File: src/rtl/multiword_add_sequencer.sv
// Word-serial adder: one BITS-wide ripple slice reused across WORDS words of A+B+ci.
// Latency: done pulses in the cycle after the WORDS-th edge following an accepted start.
// Backpressure: none; start is ignored while busy or done, and abort cancels an add in flight.
module multiword_add_sequencer #(
    parameter int BITS  = 2,
    parameter int WORDS = 4
) (
    input  logic                  clk,
    input  logic                  rst_n,
    input  logic                  start,
    input  logic                  abort,
    input  logic [BITS*WORDS-1:0] a_in,
    input  logic [BITS*WORDS-1:0] b_in,
    input  logic                  ci,
    output logic                  busy,
    output logic                  done,
    output logic [BITS*WORDS-1:0] sum,
    output logic                  co
);

    localparam int W  = BITS * WORDS;
    localparam int IW = $clog2(WORDS + 1);
    localparam logic [IW-1:0] LAST_IDX = IW'(WORDS - 1);
    localparam logic [IW-1:0] IDX_ONE  = IW'(1);

    typedef enum logic [1:0] {
        S_IDLE = 2'd0,
        S_ADD  = 2'd1,
        S_DONE = 2'd2
    } state_t;

    state_t           r_state;
    logic [W-1:0]     r_a;
    logic [W-1:0]     r_b;
    logic [W-1:0]     r_sum;
    logic             r_co;
    logic             r_carry;
    logic [IW-1:0]    r_idx;
    logic             r_busy;
    logic             r_done;

    logic [BITS-1:0]  w_a_word;
    logic [BITS-1:0]  w_b_word;
    logic [BITS-1:0]  w_slice_sum;
    logic [BITS:0]    w_c;
    logic [W-1:0]     w_sum_next;

    // Select the operand words addressed by the current word index.
    always_comb begin
        w_a_word = '0;
        w_b_word = '0;
        for (int k = 0; k < WORDS; k++) begin
            if (r_idx == IW'(k)) begin
                w_a_word = r_a[k*BITS +: BITS];
                w_b_word = r_b[k*BITS +: BITS];
            end
        end
    end

    // The single shared ripple-carry slice; carry-in is the carry register.
    assign w_c[0] = r_carry;
    for (genvar g = 0; g < BITS; g++) begin : g_fa
        assign w_slice_sum[g] = w_a_word[g] ^ w_b_word[g] ^ w_c[g];
        assign w_c[g+1]       = (w_a_word[g] & w_b_word[g])
                              | (w_c[g] & (w_a_word[g] ^ w_b_word[g]));
    end

    // Merge the slice result into the addressed word of the running sum.
    always_comb begin
        w_sum_next = r_sum;
        for (int k = 0; k < WORDS; k++) begin
            if (r_idx == IW'(k)) begin
                w_sum_next[k*BITS +: BITS] = w_slice_sum;
            end
        end
    end

    // Sequencer FSM with registered status outputs and datapath registers.
    always_ff @(posedge clk or negedge rst_n) begin
        if (!rst_n) begin
            r_state <= S_IDLE;
            r_a     <= '0;
            r_b     <= '0;
            r_sum   <= '0;
            r_co    <= 1'b0;
            r_carry <= 1'b0;
            r_idx   <= '0;
            r_busy  <= 1'b0;
            r_done  <= 1'b0;
        end else begin
            case (r_state)
                S_IDLE: begin
                    r_done <= 1'b0;
                    if (start) begin
                        r_a     <= a_in;
                        r_b     <= b_in;
                        r_carry <= ci;
                        r_sum   <= '0;
                        r_co    <= 1'b0;
                        r_idx   <= '0;
                        r_busy  <= 1'b1;
                        r_state <= S_ADD;
                    end
                end
                S_ADD: begin
                    if (abort) begin
                        // Cancelled: drop partial result, no done pulse.
                        r_sum   <= '0;
                        r_co    <= 1'b0;
                        r_carry <= 1'b0;
                        r_idx   <= '0;
                        r_busy  <= 1'b0;
                        r_state <= S_IDLE;
                    end else begin
                        r_sum   <= w_sum_next;
                        r_carry <= w_c[BITS];
                        if (r_idx == LAST_IDX) begin
                            // Index parks at 0 so it never runs past the last word.
                            r_co    <= w_c[BITS];
                            r_idx   <= '0;
                            r_busy  <= 1'b0;
                            r_done  <= 1'b1;
                            r_state <= S_DONE;
                        end else begin
                            r_idx <= r_idx + IDX_ONE;
                        end
                    end
                end
                S_DONE: begin
                    r_done  <= 1'b0;
                    r_state <= S_IDLE;
                end
                default: begin
                    r_busy  <= 1'b0;
                    r_done  <= 1'b0;
                    r_state <= S_IDLE;
                end
            endcase
        end
    end

    assign busy = r_busy;
    assign done = r_done;
    assign sum  = r_sum;
    assign co   = r_co;

endmodule

File: config.mk
export PLATFORM = sky130hd
export DESIGN_NAME = multiword_add_sequencer
export DESIGN_NICKNAME = d
export VERILOG_FILES = /design/src/rtl/multiword_add_sequencer.sv
export SDC_FILE = /design/constraint.sdc
export NUM_CORES = 1
export LEC_CHECK = 0
export CORE_UTILIZATION = 46
export DETAILED_ROUTE_END_ITERATION = 8
export GPL_TIMING_DRIVEN = 0
export HOLD_SLACK_MARGIN = 0.03
export PLACE_DENSITY = 0.78
export SLEW_MARGIN = 20
export SYNTH_ARGS = -nofsm -noshare
export SYNTH_HDL_FRONTEND = slang
export SYNTH_SLANG_ARGS = --single-unit
File: constraint.sdc
create_clock -name clk -period 2.6 [get_ports clk]
set_input_delay 0.52 -clock clk [delete_from_list [all_inputs] [get_ports clk]]
set_output_delay 0.52 -clock clk [all_outputs]
set_load 0.005 [all_outputs]
=== After elaboration in Yosys (flattened, before gate mapping) ===
Index checks and enable logic that the tools add are counted.

* Add/sub/neg operators: 1
* Reductions and logical operators: 12
* Bitwise operators: 11
* Muxes and demuxes: 37
* Equal/unequal tests: 12

{| class="wikitable"
|+ Operator list
! kind !! number
|-
| $mux 2 || 15
|-
| $mux 8 || 2
|-
| $pmux 8 s2 || 1
|-
| $reduce_and 3->1 || 5
|-
| $ne 3x3->1 const B || 4
|-
| $mux 1 || 11
|-
| $mux 3 || 3
|-
| $reduce_and 2->1 || 4
|-
| $eq 3x2->1 const B || 2
|-
| $ne 2x2->1 const B || 3
|-
| $pmux 3 s2 || 1
|-
| $and 1x1->1 || 4
|-
| $pmux 1 s2 || 2
|-
| $pmux 2 s2 || 1
|-
| $xor 1x1->1 || 4
|-
| $add 3x1->3 const B || 1
|-
| $eq 3x1->1 const B || 1
|-
| $logic_not 3->1 || 1
|-
| $pmux 1 s3 || 1
|-
| $eq 2x1->1 const B || 1
|-
| $eq 2x2->1 const B || 1
|-
| $logic_not 2->1 || 1
|-
| $or 1x1->1 || 2
|-
| $reduce_bool 2->1 || 1
|-
| $not 1->1 || 1
|}

* Bits of input ports: 21
* Register bits: 33
* Output and inout port bits: 11
* Word-level logic and storage cells: 85

=== Depth between registers and ports, before layout ===
Gate-level depths: netlist of run 1.

* Word-level depth: 13
* Depth in mapped cells: 11
* Depth with buffers taken out: 11

=== Worst setup path before layout of run 1 ===
OpenSTA, ideal clock, no wires.

* Path type: reg-to-reg
* From: register r_idx[1]
* To: register r_sum[1], in the netlist sum[1]
* Data arrival time: 2.375 ns
* Slack: 0.160 ns
* Period minus slack after synthesis: 2.440 ns
* Data required time: 2.536 ns
* Cell stages (with the launch flop): 11
* Cell sequence: dfrtp_1 -> inv_1 -> ha_1 -> nor2b_1 -> a221oi_1 -> o21ai_0 -> fa_1 -> inv_1 -> fa_1 -> and2b_1 -> mux2_2

* Longest elaborated chain between the ends: 12
* Elaborated cells on any way between the ends: 23
* Classes of those cells: 4 x eq/ne; 11 x mux; 6 x bitwise; 2 x reduce/logical

{| class="wikitable"
|+ Ends and longest elaborated chain
! what !! line !! text
|-
| from (decl) || 38 || <nowiki>logic [IW-1:0] r_idx;</nowiki>
|-
| from (signal assigned) || 125 || <nowiki>r_idx <= r_idx + IDX_ONE;</nowiki>
|-
| $logic_not 3->1 || 53, 72 ||
|-
| $mux 2 (4 in a row) || 53 || <nowiki>if (r_idx == IW'(k)) begin</nowiki>
|-
| $xor 1x1->1 || 65 || <nowiki>| (w_c[g] & (w_a_word[g] ^ w_b_word[g]));</nowiki>
|-
| $and 1x1->1 || 65 ||
|-
| $or 1x1->1 || 65 ||
|-
| $xor 1x1->1 || 63 || <nowiki>assign w_slice_sum[g] = w_a_word[g] ^ w_b_word[g] ^ w_c[g];</nowiki>
|-
| $mux 2 || 72 || <nowiki>if (r_idx == IW'(k)) begin</nowiki>
|-
| $mux 8 || 106 || <nowiki>if (abort) begin</nowiki>
|-
| $pmux 8 s2 || 91 || <nowiki>case (r_state)</nowiki>
|-
| to (signal assigned) || 115 || <nowiki>r_sum <= w_sum_next;</nowiki>
|-
| to (decl) || 35 || <nowiki>logic [W-1:0] r_sum;</nowiki>
|}

Parallel ways exist; a longest one is shown, timed or not. The select of a mux whose other input is x is not followed.
A chain may end at the register's enable or synchronous reset.

=== Worst setup path after layout of run 1 ===
* From: register r_idx[1]
* To: register r_sum[7], in the netlist sum[7]

* Longest elaborated chain between the ends: 12
* Elaborated cells on any way between the ends: 23
* Classes of those cells: 4 x eq/ne; 11 x mux; 6 x bitwise; 2 x reduce/logical

{| class="wikitable"
|+ Ends and longest elaborated chain
! what !! line
|-
| $logic_not 3->1 || 53
|-
| $mux 2 (4 in a row) || 53
|-
| $xor 1x1->1 || 65
|-
| $and 1x1->1 || 65
|-
| $or 1x1->1 || 65
|-
| $xor 1x1->1 || 63
|-
| $mux 2 || 72
|-
| $mux 8 || 106
|-
| $pmux 8 s2 || 91
|}

Parallel ways exist; a longest one is shown, timed or not. The select of a mux whose other input is x is not followed.

==> impl_metrics.env, run 1 <==
export IMPL_status="finished, final reports clean"
export IMPL_hold_viol=0
export IMPL_core_um2=3360
export IMPL_cp_arrival_ns=2.77
export IMPL_clock_path_buffers=2
export IMPL_max_freq_mhz=401
export IMPL_dp_slack_ns=-0.177
export IMPL_dr_pass1_iters=4
export IMPL_yosys_warnings=0
export IMPL_antenna_cells=0
export IMPL_setup_tns_ns=0
export IMPL_relSlewSlack_pct=53.0
export IMPL_synth_edf_count=0
export IMPL_period_share_pct=95.8
export IMPL_port_buffers=31
export IMPL_cts_hold_buf=0
export IMPL_fin_total_pwr_mw=1.68
export IMPL_dp_cells=202
export IMPL_ant_nets=0
export IMPL_drive_above_1_share_pct=32.3
export IMPL_antenna_found_initial=0
export IMPL_grt_usage_pct=18.7
export IMPL_worstSetupStartpointType="flop"
export IMPL_worstMarginPinSlew_ns=0.705
export IMPL_timing_hold_ws_ns=0.231
export IMPL_synth_area_leaders="dfrtp_1 (51%), mux2_2 (12%), mux2_4 (7.4%), ha_1 (3.1%), nand2b_1 (2.7%)"
export IMPL_worst_clock_skew_ns=0.00453
export IMPL_critPathRequiredTime_ns=2.87
export IMPL_die_width_um=61.6
export IMPL_fin_cells=213
export IMPL_fin_area_um2=2110
export IMPL_synth_top_area_share_pct=50.5
export IMPL_syn_nets=152
export IMPL_worstSetupPathType="reg2reg"
export IMPL_power_leakage_nw=0.908
export IMPL_synth_ff_type="dfrtp_1"
export IMPL_clk_pin_slew_ns=0.10
export IMPL_dieArea_um2=3790
export IMPL_syn_area_um2=1630
export IMPL_ys_types=31
export IMPL_clk_latency_ns=0.33
export IMPL_setup_violations=0
export IMPL_die_h_um=61.6
export IMPL_grt_pass1_vias=1094
export IMPL_grt_max_degree=34
export IMPL_period_minus_slack_ns=2.49
export IMPL_peakVddDrop_uv=395
export IMPL_synthToLayoutAreaGrowth_pct=29.2
export IMPL_tritoncts="built"
export IMPL_routed_wl_mm=3.08
export IMPL_reg2reg_slack_ns=0.11
export IMPL_numCtsBuffers=5
export IMPL_htree_levels=2
export IMPL_clock_sinks=33
export IMPL_maxCapViolCount=0
export IMPL_drv_slew=0
export IMPL_start_util_pct=48.6
export IMPL_drtIter0Drc=43
export IMPL_finish_utilization_pct=62.8
export IMPL_remaining_drc_errors=0
export IMPL_syn_area_per_cell_um2=13.1
export IMPL_hpwl_mm=2.20
export IMPL_gr_total_overflow=0
export IMPL_ios=32
export IMPL_place_area_um2=2000
export IMPL_ys_seq_elements=33
export IMPL_syn_inst=125
export IMPL_vias_per_cell=5.19
export IMPL_avgRoutedWirePerCell_um=14.4
export IMPL_setup_ws_ns=0.108
export IMPL_synth_seq_area_share_pct=50.5
export IMPL_crit_fanout=6
export IMPL_nets=193
export IMPL_endpoint_kind="flop"
export IMPL_gp_congestion=0.792
export IMPL_via_count=1105
export IMPL_ys_async_sr_fraction_pct=100
export IMPL_yosysTopAreaCell="dfrtp_1"
export IMPL_clock_root_buffer="clkbuf_4"
export IMPL_grt_first_pass_wirelength_mm=4.93
export IMPL_hold_class="in2async"
export IMPL_powerDensity_nw_per_um2=794
export IMPL_rows=21
[worst max-delay path, stage by stage, from the launching register on]
cell	delay (ns)
dfrtp_2	0.46
inv_2	0.09
ha_4	0.17
nor2b_1	0.06
a221oi_2	0.24
o21ai_1	0.13
fa_1	0.39
inv_1	0.07
fa_1	0.40
and2b_2	0.26
mux2_2	0.15
[sequential cells by signal, indices dropped and copies added (netlist names)]
register  flops
busy          1
done          1
co            1
r_a           8
r_state       2
r_carry       1
sum           8
r_idx         3
r_b           8
[cell usage after synthesis (all sizes together) (3+ instances only)]
master / n
dfrtp: 33
inv: 5
ha: 4
o21ai: 8
nand2: 5
nand2b: 7
a21oi: 8
nor3b: 3
mux2: 25
nor2: 3
[cells in the final DEF, fill, tap and decap left out, types with 2 or more instances in the layout]
master            n
a21oi_1           6
a21oi_2           2
a31oi_1           2
and2b_2           2
and3b_1           2
buf_4             2
clkbuf_4          5
clkdlybuf4s50_1  30
clkinv_2          2
dfrtp_1          31
dfrtp_2           2
fa_1              2
ha_2              2
ha_4              2
inv_1             4
mux2_2           17
mux2_4            8
nand2_1           5
nand2b_1          7
nand3b_1          2
nor2_1            2
nor2b_1           2
nor3b_2           2
o21ai_0           6
o21ai_1           2
[routing by layer]
| layer | share of wire (%) | GRT usage, % | up-vias |
|---|---|---|---|
| li1 | - | - | 526 |
| met1 | 44 | 21.9 | 548 |
| met2 | 52 | 32.3 | 29 |
| met3 | 3.7 | 6.30 | 2 |
| met4 | 0.42 | 5.71 | 0 |
| met5 | 0 | 0 | - |
[final cells by class]
class,instances,area [µm²]
clock buffer,6,41.3
inverter,5,18.8
sequential,33,828
fill,296,1250
multi-input combinational,85,798
tap,46,57.6
clock inverter,2,10.0
buffer,2,31.3
timing repair buffer,34,325
[final timing paths]
check,to,startpoint,depth (start not counted)
max in group asynchronous,r_idx[1]$_DFFE_PN0P_,rst_n,1
setup / recovery,sum[7]$_DFFE_PN0P_,r_idx[1]$_DFFE_PN0P_,10
min in group clk,r_a[7]$_DFFE_PN0P_,r_a[7]$_DFFE_PN0P_,1
setup reg to reg,sum[7]$_DFFE_PN0P_,r_idx[1]$_DFFE_PN0P_,10
hold reg to reg,r_a[7]$_DFFE_PN0P_,r_a[7]$_DFFE_PN0P_,1
hold / removal,done$_DFFE_PN0P_,rst_n,1
[where the power goes]
part	leakage, nW	internal [mW]	switching, mW
logic	0.465	0.405	0.247
clock network	0.0320	0.103	0.165
registers	0.411	0.660	0.0958
[cells by family (layout without fill, tap and decap cells)]
group	count (synthesis)	in the layout	share of synthesized area, %
adders and majority gates	6	6	5.51
DFF	33	33	50.5
and+or+nand+nor	30	30	11.9
AOI/OAI and AO/OA	24	24	9.88
buffers and inverters	7	49	3.06
muxes	25	25	19.1
[what timing repair did]
| item | CTS | global route |
|---|---|---|
| pin swaps | 0 | 1 |
| setup buffers | 0 | 3 |
| gates resized for setup | 7 | 7 |
| endpoints found under the hold margin | 0 | 0 |
| endpoints found under the setup margin | 5 | 6 |
Power figures use the tool's default switching activity.
==> run 2: changes to the inputs <==
Settings changed: REMOVE_ABC_BUFFERS from default to 1.
==> run 2 against run 1 <==
Die area unchanged. First-iteration DRC count up 33%. Final cell count down 0.94%. Critical path depth down 1. Clock-buffer cell count up 1. Utilization up 1.3 points. Non-clock buffer count down 2. Fmax up 0.19%. Sequential power up 0.5%. Critical path type unchanged.
==> impl_metrics.env, run 2 (synthesis results as in run 1) <==
export IMPL_status="finished, final reports clean"
export IMPL_hold_viol=0
export IMPL_vias_per_cell=5.23
export IMPL_period_share_pct=95.7
export IMPL_grt_first_pass_wirelength_mm=5.02
export IMPL_avgRoutedWirePerCell_um=15.2
export IMPL_nets=191
export IMPL_port_buffers=31
export IMPL_maxCapViolCount=0
export IMPL_antenna_cells=0
export IMPL_p_sw_mw=0.538
export IMPL_power_leakage_nw=0.919
export IMPL_remaining_drc_errors=0
export IMPL_final_common_cell="dfrtp_1"
export IMPL_period_minus_slack_ns=2.49
export IMPL_drive_above_1_share_pct=32.7
export IMPL_worstSetupPathType="reg2reg"
export IMPL_drtIter0Drc=57
export IMPL_reg2reg_slack_ns=0.11
export IMPL_clk_latency_ns=0.35
export IMPL_swShare_pct=29.2
export IMPL_via_count=1104
export IMPL_rows=21
export IMPL_p_clk_share_pct=22.0
export IMPL_worstSetupStartpointType="flop"
export IMPL_clock_sinks=33
export IMPL_start_util_pct=48.6
export IMPL_max_freq_mhz=402
export IMPL_dp_slack_ns=-0.158
export IMPL_setup_ws_ns=0.113
export IMPL_rsz0062_at_grt="no"
export IMPL_endpoint_kind="flop"
export IMPL_dieArea_um2=3790
export IMPL_clock_path_buffers=2
export IMPL_hpwl_mm=2.29
export IMPL_setup_violations=0
export IMPL_ant_nets=0
export IMPL_antenna_found_initial=0
export IMPL_peakVddDrop_uv=378
export IMPL_finish_utilization_pct=64.0
export IMPL_fillers=289
export IMPL_tritoncts="built"
export IMPL_numCtsBuffers=5
export IMPL_core_um2=3360
export IMPL_die_h_um=61.6
export IMPL_clk_pin_slew_ns=0.11
export IMPL_cts_hold_buf=0
export IMPL_worst_clock_skew_ns=0.0139
export IMPL_worstMarginPinSlew_ns=0.968
export IMPL_dr_pass1_iters=4
export IMPL_layout_common_cells="dfrtp_1 (32), clkdlybuf4s50_1 (30), mux2_2 (17), mux2_4 (8), nand2b_1 (7)"
export IMPL_htree_levels=2
export IMPL_routed_wl_mm=3.22
export IMPL_grt_pass1_vias=1098
export IMPL_die_width_um=61.6
export IMPL_grt_usage_pct=19.2
export IMPL_relSlewSlack_pct=35.4
export IMPL_slowest_delay_ns=0.43
export IMPL_cp_arrival_ns=2.77
export IMPL_gp_congestion=0.744
export IMPL_dp_cells=200
export IMPL_crit_slowest_cell="dfrtp_2"
export IMPL_drv_slew=0
export IMPL_critPathRequiredTime_ns=2.89
export IMPL_grt_max_degree=34
export IMPL_ios=32
export IMPL_clock_root_buffer="clkbuf_4"
export IMPL_synthToLayoutAreaGrowth_pct=31.8
export IMPL_worstPathCellList="inv_1 > ha_2 > a221oi_2 > o21ai_1 > fa_1 > inv_1 > fa_1 > and2b_2 > mux2_2"
export IMPL_hold_class="in2async"
export IMPL_crit_fanout=5
export IMPL_intPower_mw=1.30
export IMPL_combPwrFrac_pct=36.7
export IMPL_powerDensity_nw_per_um2=854
export IMPL_gr_total_overflow=0
export IMPL_fin_cells=211
export IMPL_p_seq_share_pct=41.3
run 2: cell types whose count changed in the layout (fill, tap and decap cells not counted), sizes merged:
| cell | previous run | this run |
|---|---|---|
| bufinv | 0 | 1 |
| clkinv | 2 | 0 |
| buf | 5 | 4 |
run 2: final timing paths:
check,start,end,depth (start not counted)
max,r_idx[0]$_DFFE_PN0P_,sum[1]$_DFFE_PN0P_,9
max in group asynchronous,rst_n,r_idx[0]$_DFFE_PN0P_,1
min reg2reg,r_b[5]$_DFFE_PN0P_,r_b[5]$_DFFE_PN0P_,1
min in group clk,r_b[5]$_DFFE_PN0P_,r_b[5]$_DFFE_PN0P_,1
min,rst_n,co$_DFFE_PN0P_,1
max reg2reg,r_idx[0]$_DFFE_PN0P_,sum[1]$_DFFE_PN0P_,9
run 2: stage by stage:
step           hold WS (ns)  instance area, µm²  TNS, ns  total power, mW
2_1_floorplan         0.224                1600        0             1.10
3_3_place_gp          0.489                1970    -2.11             1.34
3_5_place_dp          0.490                1970   -0.715             1.38
4_1_cts               0.238                2090        0             1.80
5_1_grt               0.276                2150        0             1.96
6_report              0.223                2150        0             1.84
run 2: cell type report:
| type | count | area [µm²] | area share (%) |
|---|---|---|---|
| Timing Repair Buffer | 34 | 328 | 15.2 |
| Multi-Input combinational cell | 85 | 837 | 38.9 |
| Sequential cell | 33 | 827 | 38.4 |
| Tap cell | 46 | 57.6 | 2.67 |
| Clock buffer | 7 | 55.1 | 2.56 |
| Clock inverter | 1 | 30.0 | 1.39 |
| Inverter | 5 | 18.8 | 0.872 |
run 2: timing repair:
| item | CTS | global route |
|---|---|---|
| endpoints found under the setup margin | 6 | 6 |
| resized for setup | 8 | 11 |
| pin swaps | 0 | 1 |
| buffers inserted | 0 | 3 |
run 2: power groups by stage:
stage          logic (mW)  clock network [mW]  registers (mW)
6_report            0.675               0.405           0.759
4_1_cts             0.635               0.413           0.756
5_1_grt             0.744               0.436           0.776
3_3_place_gp        0.593                   0           0.752
3_5_place_dp        0.613                   0           0.763
2_1_floorplan       0.356                   0           0.743
run 2: critical path, delay by kind of cell, from the launching register on:
family                   cells  cell delay (ns)
buffers and inverters        2             0.19
adder cells (fa/ha/maj)      3             1.03
multiplexers                 1             0.15
AND/OR/NAND/NOR              1             0.25
AO/OA/AOI/OAI                2             0.39
flip-flops                   1             0.43
run 2: layer usage:
layer | vias up | track usage [%] | share of wire (%)
li1 | 519 | - | -
met4 | 0 | 7.62 | 1.2
met5 | - | 0 | 0
met3 | 5 | 6.72 | 4.9
met1 | 550 | 22.6 | 43
met2 | 30 | 32.1 | 51
==> variant 1, RTL diff (config.mk and constraints of run 1) <==
`BITS`: 2 -> 3.
--- a/src/rtl/multiword_add_sequencer.sv
+++ b/src/rtl/multiword_add_sequencer.sv
@@ -2,7 +2,7 @@
 // Latency: done pulses in the cycle after the WORDS-th edge following an accepted start.
 // Backpressure: none; start is ignored while busy or done, and abort cancels an add in flight.
 module multiword_add_sequencer #(
-    parameter int BITS  = 2,
+    parameter int BITS  = 3,
     parameter int WORDS = 4
 ) (
     input  logic                  clk,
Ports: changed (resized a_in, b_in and sum); port bits go from 32 to 44. No check against the original RTL was run, so the function may have changed too.
==> variant 1 against run 1 <==
The run now ends with setup timing left; final cell count is 34% higher; wire length is 56% higher; sequential cell count rose by 12; power rose by 58%; setup slack worse by 320 ps; sequential share of layout area fell by 2.1 points; final area grew 44%; synthesized area is 31% higher; critical path type unchanged.
==> variant 1: results (changes against run 1) <==
| Metric | Value |
|---|---|
| GRT met2 Usage | `0.3323 (+0.009694)` |
| Clk slew on worst S/H paths | `80 ps (-20 ps)` |
| Main synth FF type | `dfrtp_1` |
| Ratio of cells with drive above 1 in the final layout | `0.4103 (+0.08690)` |
| First-pass GRT wire length | `7997 µm (+62%)` |
| GPL Wtd Cong | `0.7896 (-0.29%)` |
| Final worst slack | `-213.6 ps (-322.0 ps)` |
| Synth top cells by count | `45 x dfrtp_1, 37 x mux2_2, 10 x a21oi_1, 10 x nand2b_1, 9 x o21ai_0` |
| Dpl ws | `-337.0 ps (-159.7 ps)` |
| Port buffer count | `43 (+39%)` |
| Met2 wire length | `2363 µm (+48%)` |
| Worst Setup SP | `r_idx[0]` |
| CP max-delay cell | `fa_1` |
| Leak | `1.273 nW (+40%)` |
| Met1 WL | `2086 µm (+55%)` |
| Initial antenna violation count | `0 (unchanged)` |
| Crit path DAT | `2990 ps (+220 ps)` |
| DR iter-0 viols | `87 (+100%)` |
| Synthesis Warnings | `0 (unchanged)` |
| Setup TNS | `-882.3 ps (-882.3 ps)` |
| HP Class | `primary input to asynchronous set/reset pin` |
| Worst R2R Path Depth | `9 (-1)` |
| Clock Root Buffer | `clkbuf_8` |
| H-tree depth | `2 (unchanged)` |
| Seq/Total Area, Yosys | `0.5254 (+0.02003)` |
| Peak supply drop | `406.3 µV (+3.0%)` |
| Largest net degree at the start of global routing | `34 (unchanged)` |
| GR Util met3 | `0.05195 (-0.01108)` |
| Netlist cell types | `31 (unchanged)` |
| Synth area leaders | `dfrtp_1 53%, mux2_2 19%, nand2b_1 2.9%, fa_1 2.8%, a32oi_1 2.5%` |
| Metal3 WL | `229 µm (+100%)` |
| GRT Total Usage | `0.2153 (+0.02867)` |
| Worst clock skew | `12.07 ps (+7.537 ps)` |
| Post-synth ARST share | `1.000 (unchanged)` |
| CTS max path bufs | `2 (unchanged)` |
| CTS buffer count | `5 (unchanged)` |
| Post-layout nets | `270 (+40%)` |
| Total placed instance area | `0.002686 mm² (+35%)` |
| Vias per std cell | `5.528 (+6.6%)` |
| Detailed Routing Iterations Pass 1 | `4 (unchanged)` |
| DPL Wire Length | `3151 µm (+43%)` |
| Slew headroom | `0.6621 (+0.1322)` |
| Clk_lat worst skew | `300 ps (-30 ps)` |
| # setup viols final | `5 (+5)` |
| Max FO, Critical Path | `5 (-1)` |
| Wire per inst | `16.80 µm (+16%)` |
| Diodes inserted | `0 (unchanged)` |
| Worst path top cell family by delay | `adder cells` |
| Dpl cells | `263 (+30%)` |
| Final wirelength | `4804 µm (+56%)` |
| Failing checks | `setup timing` |
| M1 GR Usage | `0.2949 (+0.07582)` |
| Crit-path max cell delay | `540 ps (+80 ps)` |
| Cells after Synth | `167 (+34%)` |
| Syn_nets | `203 (+34%)` |
| Status | `complete, but fails checks` |
| Setup crit end | `sum[5]` |
| Top layer in use | `met4` |
==> variant 1: cell types whose count changed in the layout (fill, tap and decap cells not counted), sizes merged, moves of 3 or more <==
cell and change:
nand2 +3, dfrtp +12, a32oi +6, buf +19
mux2 +12, nand2b +3, a21oi +4, nor2 +3
clkdlybuf4s50 +12
==> variant 1: layout make-up <==
cell class	instances	area, µm²
clock buffers	7	86.33
repair buffers	60	565.5
flip-flops and latches	45	1127
fillers	308	1378
multi-input cells	109	1089
plain buffers	7	78.83
well taps	52	65.06
inverters	6	25.02
==> variant 1: cells by family after synthesis <==
logic type | synth area share
fa+ha+maj | 0.05137
compound gates | 0.09691
buf+inv | 0.03735
mux | 0.1944
simple gates | 0.09457
flops | 0.5254
==> variant 1: what timing repair did <==
action / in CTS / in global routing
setup buffers: 14 / 1
pin swaps: 6 / 0
setup endpoints to repair: 10 / 10
cloned: 1 / 0
gates resized for setup: 15 / 13
==> variant 1: worst min path at each step <==
stage | start | end | slack [ps] | depth (start not counted)
2_1_floorplan | rst_n | busy | 220 | 0
5_1_grt | rst_n | busy | 110 | 1
3_3_place_gp | r_b[8] | r_b[8] | 490 | 1
6_report | rst_n | busy | 100 | 1
4_1_cts | rst_n | busy | 110 | 1
3_5_place_dp | rst_n | r_a[5] | 440 | 1
==> variant 1: power by group <==
group	internal (mW)	switching (mW)
Clock	0.211	0.217
Combinational	0.700	0.481
Sequential	0.909	0.123
Total	1.82	0.821
==> variant 1: worst register-to-register path, cell delays in order (launching register included) <==
cell	delay (ps)
dfrtp_2	480
ha_4	200
buf_8	130
o21ai_4	160
a32oi_4	140
fa_2	380
fa_2	340
fa_1	540
nor2_4	60
mux2_4	260
==> variant 2, RTL diff (flow settings as in run 1) <==
Without the edit above. Re-encode `state_t` (3 states) as one-hot, 3 bits wide.
--- a/src/rtl/multiword_add_sequencer.sv
+++ b/src/rtl/multiword_add_sequencer.sv
@@ -23,10 +23,10 @@
     localparam logic [IW-1:0] LAST_IDX = IW'(WORDS - 1);
     localparam logic [IW-1:0] IDX_ONE  = IW'(1);
 
-    typedef enum logic [1:0] {
-        S_IDLE = 2'd0,
-        S_ADD  = 2'd1,
-        S_DONE = 2'd2
+    typedef enum logic [2:0] {
+        S_IDLE = 3'b001,
+        S_ADD  = 3'b010,
+        S_DONE = 3'b100
     } state_t;
 
     state_t           r_state;
Behaviour: same outputs for any inputs over 10 cycles, from zero or initial values and one cycle with rst_n low; not proved beyond that.
==> variant 2 against run 1 <==
Die area up 5.8%; setup slack worse by 33 ps; largest cell class is now multi-input gates; power up 22%; sequential cell count up 1; global-route usage up 2.1 points; wire length up 13%; synthesized area up 6.0%; final area up 11%; synthesized cell count up 46%.
==> variant 2: results (changes against run 1) <==
| Metric | Value |
|---|---|
| Crit-path max cell delay | `430 ps (-30 ps)` |
| Clock Root Buffer | `clkbuf_8` |
| Status | `completed` |
| GPL Wtd Cong | `0.7620 (-3.8%)` |
| Slew @ Worst Pin | `472.0 ps (-233.2 ps)` |
| DPL Wire Length | `2517 µm (+14%)` |
| Syn_nets | `210 (+38%)` |
| Resized cells post-CTS | `14 (+7)` |
| Multi-input comb cells | `127 (+49%)` |
| Worst clock skew | `5.676 ps (+1.147 ps)` |
| Biggest consumer | `combinational logic` |
| Setup bufs post-CTS | `8 (+8)` |
| Flop pwr share | `0.380 (-0.071)` |
| Avg Inst Size Synth | `9.469 µm² (-28%)` |
| First-pass GRT wire length | `6334 µm (+29%)` |
| Sequential cell area share | `0.3651 (-0.02727)` |
| DR iter-0 viols | `38 (-12%)` |
| Total placed instance area | `0.002131 mm² (+6.7%)` |
| Synth top cells by count | `50 x nand2_1, 33 x dfrtp_1, 11 x inv_1, 9 x clkbuf_1` |
| Clk cell area share | `0.03914 (+0.01484)` |
| Ratio of cells with drive above 1 in the final layout | `0.1616 (-0.1618)` |
| Inverters | `11 (+6)` |
| # fillers | `290 (-2.0%)` |
| Worst hold slack | `146.4 ps (-84.33 ps)` |
| Fraction of area in multi-input gates | `0.3668 (-0.01143)` |
| Clk_lat worst skew | `280 ps (-50 ps)` |
| Wire per inst | `12.63 µm (-13%)` |
| Netlist cell types | `39 (+26%)` |
| CP max-delay cell | `fa_2` |
| R2r setup slk | `80 ps (-30 ps)` |
| Dpl cells | `261 (+29%)` |
| Crit path DAT | `2720 ps (-50 ps)` |
| Non-clock buffering overhead | `0.1866 (+0.01766)` |
| Seq/Total Area, Yosys | `0.4917 (-0.01366)` |
[variant 2: cell count changes after synthesis, moves of 4 or more]
cell / before / now
clkbuf_1: 0 / 9
nand2_1: 5 / 50
mux2_4: 8 / 0
nand3b_1: 2 / 6
nand3_1: 0 / 4
a221o_1: 0 / 5
o21ai_1: 0 / 5
o21ai_0: 8 / 2
a21o_1: 0 / 5
mux2_2: 17 / 1
inv_1: 5 / 11
[variant 2: metrics by stage]
stage,power [mW],setup WS [ps],setup TNS [ps]
2_1_floorplan,1.277,-40.58,-40.58
3_3_place_gp,1.514,-228.4,-228.4
3_5_place_dp,1.533,-262.0,-262.0
4_1_cts,2.059,-45.48,-45.48
5_1_grt,2.224,-17.16,-17.16
6_report,2.052,75.27,0
[variant 2: kinds of logic after synthesis]
group                    after synthesis  synth area share
buffers and inverters                 22           0.05270
adder cells (fa/ha/maj)                6           0.05199
AND/OR/NAND/NOR                       82            0.2383
AO/OA/AOI/OAI                         38            0.1588
flip-flops                            34            0.4917
multiplexers                           1          0.006498
[variant 2: worst reg2reg max path, stage by stage, from the launching register on]
cell and delay [ps]:
dfrtp_1 400, buf_4 170, ha_4 180, a21oi_1 120
a221o_1 180, a21oi_2 60, fa_2 350, inv_2 60
fa_2 430, or4_4 430, o211ai_2 70
[variant 2: final timing paths]
check / end / from / cells after the start
max in group asynchronous: r_state[0] / rst_n / 2
min reg2reg: r_b[2] / r_b[2] / 2
min: sum[3] / rst_n / 1
max reg2reg: sum[7] / r_idx[1] / 10
min in group clk: r_b[2] / r_b[2] / 2
max: sum[7] / r_idx[1] / 10
[variant 2: per-layer routing]
metal / routed length, µm / global-route usage
met2: 1704 / 0.3431
met1: 1580 / 0.2538
met3: 136 / 0.06341
met5: 0 / 0
met4: 52 / 0.07386
